File: src/rtl/label_readout.sv
// Burst label readout: fetches 128-bit labels from the label store and
// streams them byte-wise to an SPI slave, preceded by zero padding.
module label_readout #(
    parameter int PAD_BYTES = 6,
    parameter int ADDR_W    = 13
) (
    input  logic              clk,
    input  logic              rst,
    input  logic              start,
    input  logic [ADDR_W-1:0] start_addr,
    input  logic [7:0]        count,
    output logic              fetch_req,
    output logic [ADDR_W-1:0] fetch_addr,
    input  logic              fetch_done,
    input  logic [127:0]      label_in,
    input  logic              out_next,
    output logic [7:0]        out_byte,
    output logic              busy,
    output logic              underrun
);

    typedef enum logic [2:0] {
        S_IDLE,
        S_FETCH0,
        S_PAD,
        S_DATA,
        S_DONE
    } state_t;

    localparam logic [7:0] PAD_INIT = 8'(PAD_BYTES);

    state_t            state, state_n;
    logic [127:0]      act_buf, act_buf_n;
    logic [127:0]      spare_buf, spare_buf_n;
    logic              act_valid, act_valid_n;
    logic              spare_valid, spare_valid_n;
    logic [7:0]        pad_cnt, pad_cnt_n;
    logic [3:0]        idx, idx_n;
    logic [7:0]        remaining, remaining_n;
    logic [7:0]        issued, issued_n;
    logic [7:0]        total, total_n;
    logic              outstanding, outstanding_n;
    logic              fetch_req_n;
    logic [ADDR_W-1:0] fetch_addr_n;
    logic [7:0]        out_byte_n;
    logic              busy_n;
    logic              underrun_n;

    // A returning label fills the active slot when it is empty, else the spare.
    logic         fill;
    logic         fill_act;
    logic         fill_spare;
    logic         act_v_eff;
    logic         spare_v_eff;
    logic [127:0] act_eff;
    logic [127:0] spare_eff;

    always_comb begin
        fill        = fetch_done & outstanding;
        fill_act    = fill & ~act_valid;
        fill_spare  = fill & act_valid;
        act_v_eff   = act_valid | fill_act;
        spare_v_eff = spare_valid | fill_spare;
        act_eff     = fill_act ? label_in : act_buf;
        spare_eff   = fill_spare ? label_in : spare_buf;
    end

    always_comb begin
        state_n       = state;
        act_buf_n     = act_buf;
        spare_buf_n   = spare_buf;
        act_valid_n   = act_valid;
        spare_valid_n = spare_valid;
        pad_cnt_n     = pad_cnt;
        idx_n         = idx;
        remaining_n   = remaining;
        issued_n      = issued;
        total_n       = total;
        outstanding_n = outstanding;
        fetch_req_n   = 1'b0;
        fetch_addr_n  = fetch_addr;
        out_byte_n    = out_byte;
        busy_n        = busy;
        underrun_n    = underrun;

        if (start) begin
            // Start aborts everything in flight and wins over out_next.
            act_valid_n   = 1'b0;
            spare_valid_n = 1'b0;
            act_buf_n     = '0;
            spare_buf_n   = '0;
            idx_n         = '0;
            out_byte_n    = 8'h00;
            underrun_n    = 1'b0;
            total_n       = count;
            if (count == 8'd0) begin
                state_n       = S_DONE;
                busy_n        = 1'b0;
                outstanding_n = 1'b0;
                pad_cnt_n     = '0;
                remaining_n   = '0;
                issued_n      = '0;
            end else begin
                state_n       = S_FETCH0;
                busy_n        = 1'b1;
                fetch_req_n   = 1'b1;
                fetch_addr_n  = start_addr;
                outstanding_n = 1'b1;
                issued_n      = 8'd1;
                remaining_n   = count - 8'd1;
                pad_cnt_n     = PAD_INIT;
            end
        end else begin
            if (fill) begin
                outstanding_n = 1'b0;
                if (fill_act) begin
                    act_buf_n   = label_in;
                    act_valid_n = 1'b1;
                end else begin
                    spare_buf_n   = label_in;
                    spare_valid_n = 1'b1;
                end
            end

            unique case (state)
                S_IDLE, S_DONE: begin
                    if (out_next) begin
                        out_byte_n = 8'h00;
                    end
                end
                S_FETCH0, S_PAD: begin
                    if (state == S_FETCH0 && fill_act) begin
                        state_n = S_PAD;
                    end
                    if (out_next) begin
                        if (pad_cnt != 8'd0) begin
                            out_byte_n = 8'h00;
                            pad_cnt_n  = pad_cnt - 8'd1;
                        end else if (act_v_eff) begin
                            out_byte_n = act_eff[7:0];
                            idx_n      = 4'd1;
                            state_n    = S_DATA;
                        end else begin
                            out_byte_n = 8'h00;
                            underrun_n = 1'b1;
                        end
                    end
                end
                S_DATA: begin
                    // One prefetch per label, gated by the single-outstanding rule.
                    if (!outstanding && !spare_valid && issued < total) begin
                        fetch_req_n   = 1'b1;
                        fetch_addr_n  = fetch_addr + 1'b1;
                        outstanding_n = 1'b1;
                        issued_n      = issued + 8'd1;
                    end
                    if (out_next) begin
                        if (!act_v_eff) begin
                            out_byte_n = 8'h00;
                            underrun_n = 1'b1;
                        end else begin
                            out_byte_n = act_eff[{idx, 3'b000} +: 8];
                            idx_n      = idx + 4'd1;
                            if (idx == 4'd15) begin
                                if (remaining == 8'd0) begin
                                    state_n     = S_DONE;
                                    busy_n      = 1'b0;
                                    act_valid_n = 1'b0;
                                end else begin
                                    remaining_n = remaining - 8'd1;
                                    if (spare_v_eff) begin
                                        act_buf_n     = spare_eff;
                                        act_valid_n   = 1'b1;
                                        spare_valid_n = 1'b0;
                                    end else begin
                                        act_valid_n = 1'b0;
                                    end
                                end
                            end
                        end
                    end
                end
                default: begin
                    state_n = S_IDLE;
                end
            endcase
        end
    end

    always_ff @(posedge clk or posedge rst) begin
        if (rst) begin
            state       <= S_IDLE;
            act_buf     <= '0;
            spare_buf   <= '0;
            act_valid   <= 1'b0;
            spare_valid <= 1'b0;
            pad_cnt     <= '0;
            idx         <= '0;
            remaining   <= '0;
            issued      <= '0;
            total       <= '0;
            outstanding <= 1'b0;
            fetch_req   <= 1'b0;
            fetch_addr  <= '0;
            out_byte    <= 8'h00;
            busy        <= 1'b0;
            underrun    <= 1'b0;
        end else begin
            state       <= state_n;
            act_buf     <= act_buf_n;
            spare_buf   <= spare_buf_n;
            act_valid   <= act_valid_n;
            spare_valid <= spare_valid_n;
            pad_cnt     <= pad_cnt_n;
            idx         <= idx_n;
            remaining   <= remaining_n;
            issued      <= issued_n;
            total       <= total_n;
            outstanding <= outstanding_n;
            fetch_req   <= fetch_req_n;
            fetch_addr  <= fetch_addr_n;
            out_byte    <= out_byte_n;
            busy        <= busy_n;
            underrun    <= underrun_n;
        end
    end

endmodule

File: config.mk
export PLATFORM = sky130hd
export DESIGN_NAME = label_readout
export DESIGN_NICKNAME = d
export VERILOG_FILES = /design/src/rtl/label_readout.sv
export SDC_FILE = /design/constraint.sdc
export NUM_CORES = 1
export LEC_CHECK = 0
export ABC_AREA = 0
export CAP_MARGIN = 20
export CORE_MARGIN = 5
export CORE_UTILIZATION = 52
export DETAILED_ROUTE_END_ITERATION = 6
export PLACE_DENSITY = 0.87
export SLEW_MARGIN = 20
export SYNTH_ARGS = -nofsm -noshare
export SYNTH_HDL_FRONTEND = slang
export SYNTH_SLANG_ARGS = --single-unit
File: constraint.sdc
create_clock -name clk -period 11.6 [get_ports clk]
set_input_delay 2.32 -clock clk [delete_from_list [all_inputs] [get_ports clk]]
set_output_delay 2.32 -clock clk [all_outputs]
set_load 0.03 [all_outputs]
### Word-level counts from Yosys, hierarchy flattened

Cells that the tools add are included.

* bits in registers: 322
* bits in latches: 0
* memory bits (writable): 0
* bits in read-only memories: 0
* output and inout port bits: 24
* logic and storage cells: 176
* memories kept: 0

* add/subtract/negate cells: 6
* multiply operators: 0
* div/mod/pow operators: 0
* magnitude comparators: 1
* eq/ne operators: 17
* shifts and indexed selects: 1
* mux-type cells: 97
* bitwise operators: 6
* reduce and logical (&&, ||, !) cells: 32

Operator list (count)
* two-way mux 128 bit: 13
* two-way mux 8 bit: 21
* variable part select 128 x 8 -> 8 bit: 1
* two-way mux 13 bit: 4
* two-way mux 1 bit: 38
* two-way mux 3 bit: 11
* two-way mux 4 bit: 6
* != test 3 bit (second input constant): 8
* case mux 8 bit (3 select lines): 1
* subtractor 8 x 1 -> 8 bit (second input constant): 3
* nonzero test 2 bit: 9
* logical NOT 8 bit: 2
* AND reduction 5 bit: 3
* adder 13 x 1 -> 13 bit (second input constant): 1
* case mux 3 bit (3 select lines): 1
* adder 8 x 1 -> 8 bit (second input constant): 1
* < comparator 8 bit: 1
* != test 2 bit (second input constant): 4
* case mux 4 bit (2 select lines): 1
* AND reduction 4 bit: 2
* nonzero test 8 bit: 1
* == test 3 x 2 -> 1 bit (second input constant): 2
* AND reduction 3 bit: 2
* AND reduction 6 bit: 1
* other kinds (15): 23

### Logic depth before layout (Yosys ltp)

* depth in word-level cells: 11
* mapped depth: 10
* depth with buffers taken out: 8

### Worst setup path before layout

OpenSTA, ideal clock, no wires.

* kind: in2reg
* start point: in fetch_done
* end point: reg out_byte[0]
* arrival time: 3865 ps
* path slack: 7604 ps
* stages: 7
* cells stage by stage: and3b_1 > buf_4 > buf_2 > mux4_2 > nor2b_1 > o31ai_1 > nand3_1

* cells in the longest elaborated chain, start to end: 8
* elaborated cells on any way between the ends: 12
* classes of those cells: shift: 1; mux: 8; bitwise: 3

Ends and longest elaborated chain
* from (decl): line 14 `input logic fetch_done,`
* bitwise AND 1 bit (*): line 59 `fill = fetch_done & outstanding;`
* bitwise AND 1 bit (*): line 60 `fill_act = fill & ~act_valid;`
* two-way mux 128 bit or bitwise OR 1 bit (tied branches): line 64, 62
* variable part select 128 x 8 -> 8 bit or two-way mux 8 bit (tied branches): line 162, 139
* two-way mux 8 bit, on equally long branches: line 158, 136
* two-way mux 8 bit, on equally long branches: line 157, 135
* case mux 8 bit (3 select lines) (*): line 125 `unique case (state)`
* two-way mux 8 bit (*): line 86 `if (start) begin`
* to (signal assigned): line 222 `out_byte <= out_byte_n;`
* to (decl): line 17 `output logic [7:0] out_byte,`

Mark *: on every way between the ends. The rest lies on a longest branch, timed or not. The select of a mux whose other input is x is not followed.
A chain may end at the register's enable or synchronous reset.

### Worst setup path after layout

* start point: in fetch_done
* end point: reg act_buf[1]

* cells in the longest elaborated chain, start to end: 11
* elaborated cells on any way between the ends: 15
* classes of those cells: mux: 10; bitwise: 5

Ends and longest elaborated chain
* bitwise AND 1 bit (*): line 59
* bitwise AND 1 bit: line 60
* two-way mux 128 bit: line 116 `if (fill_act) begin`
* two-way mux 128 bit: line 114 `if (fill) begin`
* two-way mux 128 bit: line 171 `if (spare_v_eff) begin`
* two-way mux 128 bit: line 165 `if (remaining == 8'd0) begin`
* two-way mux 128 bit: line 164 `if (idx == 4'd15) begin`
* two-way mux 128 bit: line 158 `if (!act_v_eff) begin`
* two-way mux 128 bit: line 157 `if (out_next) begin`
* two-way mux 128 bit (*): line 125
* two-way mux 128 bit (*): line 86
* named net act_buf_n[1]: line 33 `logic [127:0] act_buf, act_buf_n;`
* to (signal assigned): line 210 `act_buf <= act_buf_n;`
* to (decl): line 33

Mark *: on every way through the listed nets, which the timed path passes. The rest lies on a longest branch.

==> results.txt <==
Final Cycle Share: 0.497
pwr dens: 136 nW/um^2
final wirelength: 46.4 mm
unrepaired setup endpoints after global routing: false
synth top area cells: dfrtp_1 (47%), mux2i_1 (8.9%), nand2_1 (6.5%)
slowest stage delay, CP: 0.94 ns
Ys Warns: 0
commonest non-fill, non-tap cell in the layout: dfrtp_1
core area: 32500 um^2
Detailed Route Iter0 Violations: 1531
Primary FF master, synth: dfrtp_1
outcome: finished, final reports clean
Clock power frac: 0.418
worst path required time: 12.01 ns
Synth cell types: 69
Clock Latency Late Sink: 0.53 ns
Worst Setup End Kind: register
initial antenna violation count: 7
Sw Share: 0.260
Final min period: 5.77 ns
WP data arrival: 6.18 ns
Top delay family on crit path: simple AND/OR/NAND/NOR gates
Starting Density: 0.526
synthesis-stage register bit count: 322
Post-synth EDFFs: 0
Die H: 191 um
Final Core Density: 0.619
Buf+Inv Stages, Crit Path: 2
first-pass GRT wire length: 74.4 mm
area delta synth->final: 17.8%
Remaining Overflow, GRT: 0
Mapped Cells: 1673
slowest stage cell on the critical path: buf_4
CTS root buf: clkbuf_16
Max-cap violations: 0
Avg Inst Size Synth: 10.2 um^2
most frequent cells in the layout: dfrtp_1 (321), nand2_1 (294), nor2_1 (208)
# Post-CTS Setup Buffers: 0
peak fanout along the critical path: 89
wire per inst: 20.7 um
fin. max-slew vios: 0
fill count: 2487
Die X: 191 um
Num CTS Buffers: 37
CTS H-tree depth: 2
CTS tree: built
critical path class: primary input to register
via count: 13751
Row Count: 66
Final nets: 1942
Combinational Power Share: 0.141
DP HPWL: 30.3 mm
die area: 36500 um^2
GP Congestion: 0.903
Yosys top cell area share: 0.472
DRC: 0
Int Pwr: 2.02 mW
antenna violation net count after detailed routing: 0
crit path cell chain: clkdlybuf4s50_1, nand3_4, nand2b_1, and2_4, buf_4, nor2_1, a211oi_2
Leakage Power: 9.26 nW
fin cells: 2247
vias in the first global route: 13994
Final Hold Viols: 0
syn nets: 1841
via/cell ratio: 6.12
Post-Syn Area: 17100 um^2
cell taking the most area after synthesis: dfrtp_1
worst slew pin tran: 1.09 ns
hold buffer count at CTS: 0
ys async rst share: 1.00
Seq pwr share: 0.441
Seq. cell area: 8060 um^2
Worst VDD drop: 0.000141 V
register area share after synthesis: 0.472
Worst Skew: 0.0253 ns
fmax: 173 MHz
setup tns final: 0 ns
setup violators final: 0
P_sw: 0.712 mW
CTS max path bufs: 3
layout cell share with drive strength beyond 1: 0.104
drt pass-1 iters: 5
Worst-path clk slew: 0.06 ns
GRT Total Usage: 0.251
Slew headroom: 0.273
largest net degree at the start of global routing: 115
Placed Instances: 2177
startpoint type of the worst setup path: primary input
HP Class: register to register
TritonCTS sink count: 322
Multi-input gate area: 8260 um^2
CTS resizes: 0
Port Buf Inserts: 177
I/O pin cnt: 178
[cells by family after synthesis]
group	count (synthesis)	synth area share
AND/OR/NAND/NOR	693	0.183
flip-flops	322	0.472
AO/OA/AOI/OAI	260	0.121
multiplexers	210	0.160
buffers and inverters	157	0.0449
XOR/XNOR	16	0.00821
adder cells (fa/ha/maj)	15	0.0109
[state kept, by name (all words and copies together), names as in the netlist, 3 cells and up]
name and flops:
act_buf 128, spare_buf 128, issued 8, state 3
pad_cnt 8, total 8, out_byte 8, fetch_addr 13
remaining 8, idx 4
[cell usage after synthesis, types with 4 or more instances]
library cell / n
mux2i_1: 151
nand4_1: 10
nor2_1: 208
a41oi_1: 6
a21oi_1: 17
o22a_1: 4
o31ai_1: 10
buf_6: 15
nor2b_1: 7
mux4_2: 49
nand3_1: 23
a221oi_1: 4
o21a_1: 7
buf_2: 27
and3_1: 103
buf_4: 8
and2_1: 6
a211oi_1: 102
a22oi_1: 7
nor3b_1: 4
dfrtp_1: 322
clkbuf_1: 72
nor3_1: 7
o21ai_0: 21
nand2_1: 294
a31oi_1: 10
a22o_1: 8
nand2b_1: 6
o32ai_1: 4
xor2_1: 10
mux2_2: 10
o211ai_1: 7
or4_1: 4
a211oi_2: 32
buf_1: 11
xnor2_1: 6
ha_1: 14
inv_1: 23
[worst register-to-register path, delay by kind of cell (launching register included)]
kind,cells,cell delay [ns]
fa+ha+maj,1,0.34
simple gates,5,1.86
flops,1,0.34
buf+inv,2,1.57
compound gates,1,0.24
[cell type report]
cell class / instances / share of cell area
Multi-Input combinational cell: 1194 / 0.411
Sequential cell: 322 / 0.401
Timing Repair Buffer: 195 / 0.0955
Clock buffer: 55 / 0.0550
Tap cell: 442 / 0.0275
Inverter: 24 / 0.00486
Clock inverter: 9 / 0.00423
Antenna cell: 6 / 0.000747
[per-layer routing]
| layer | vias up | share of wire | track usage | routed length, um |
|---|---|---|---|---|
| li1 | 6156 | - | - | - |
| met1 | 6916 | 0.41 | 0.344 | 19000 |
| met2 | 580 | 0.49 | 0.403 | 22600 |
| met3 | 97 | 0.074 | 0.0477 | 3450 |
| met4 | 2 | 0.030 | 0.0912 | 1390 |
| met5 | - | 0.00028 | 0 | 13 |
[power groups by stage]
stage,Sequential (mW),Clock (mW),Combinational [mW]
finish,1.21,1.14,0.387
global route,1.21,1.20,0.420
CTS,1.20,1.16,0.386
detailed placement,1.22,0,0.382
global placement,1.22,0,0.370
floorplan,1.23,0,0.231
[final timing paths]
check | end | from | slack (ns) | cells after the start
setup / recovery | act_buf[1] | fetch_done | 5.83 | 7
hold / removal | remaining[0] | remaining[0] | 0.52 | 1
setup reg to reg | act_buf[1] | idx[0] | 7.16 | 9
hold reg to reg | remaining[0] | remaining[0] | 0.52 | 1
max in group asynchronous | spare_buf[103] | rst | 7.72 | 3
min in group asynchronous | spare_buf[83] | rst | 2.36 | 2
[stage by stage]
stage	hold WS, ns	total power, mW	setup slack (ns)	instance area (um^2)
global placement	0.491	1.59	5.45	18900
global route	0.547	2.84	5.64	20100
CTS	0.513	2.75	5.88	20100
detailed placement	0.506	1.61	5.37	18900
finish	0.519	2.74	5.83	20100
floorplan	0.470	1.46	0.367	17100
Note: power is estimated with default switching activity, not from simulation.
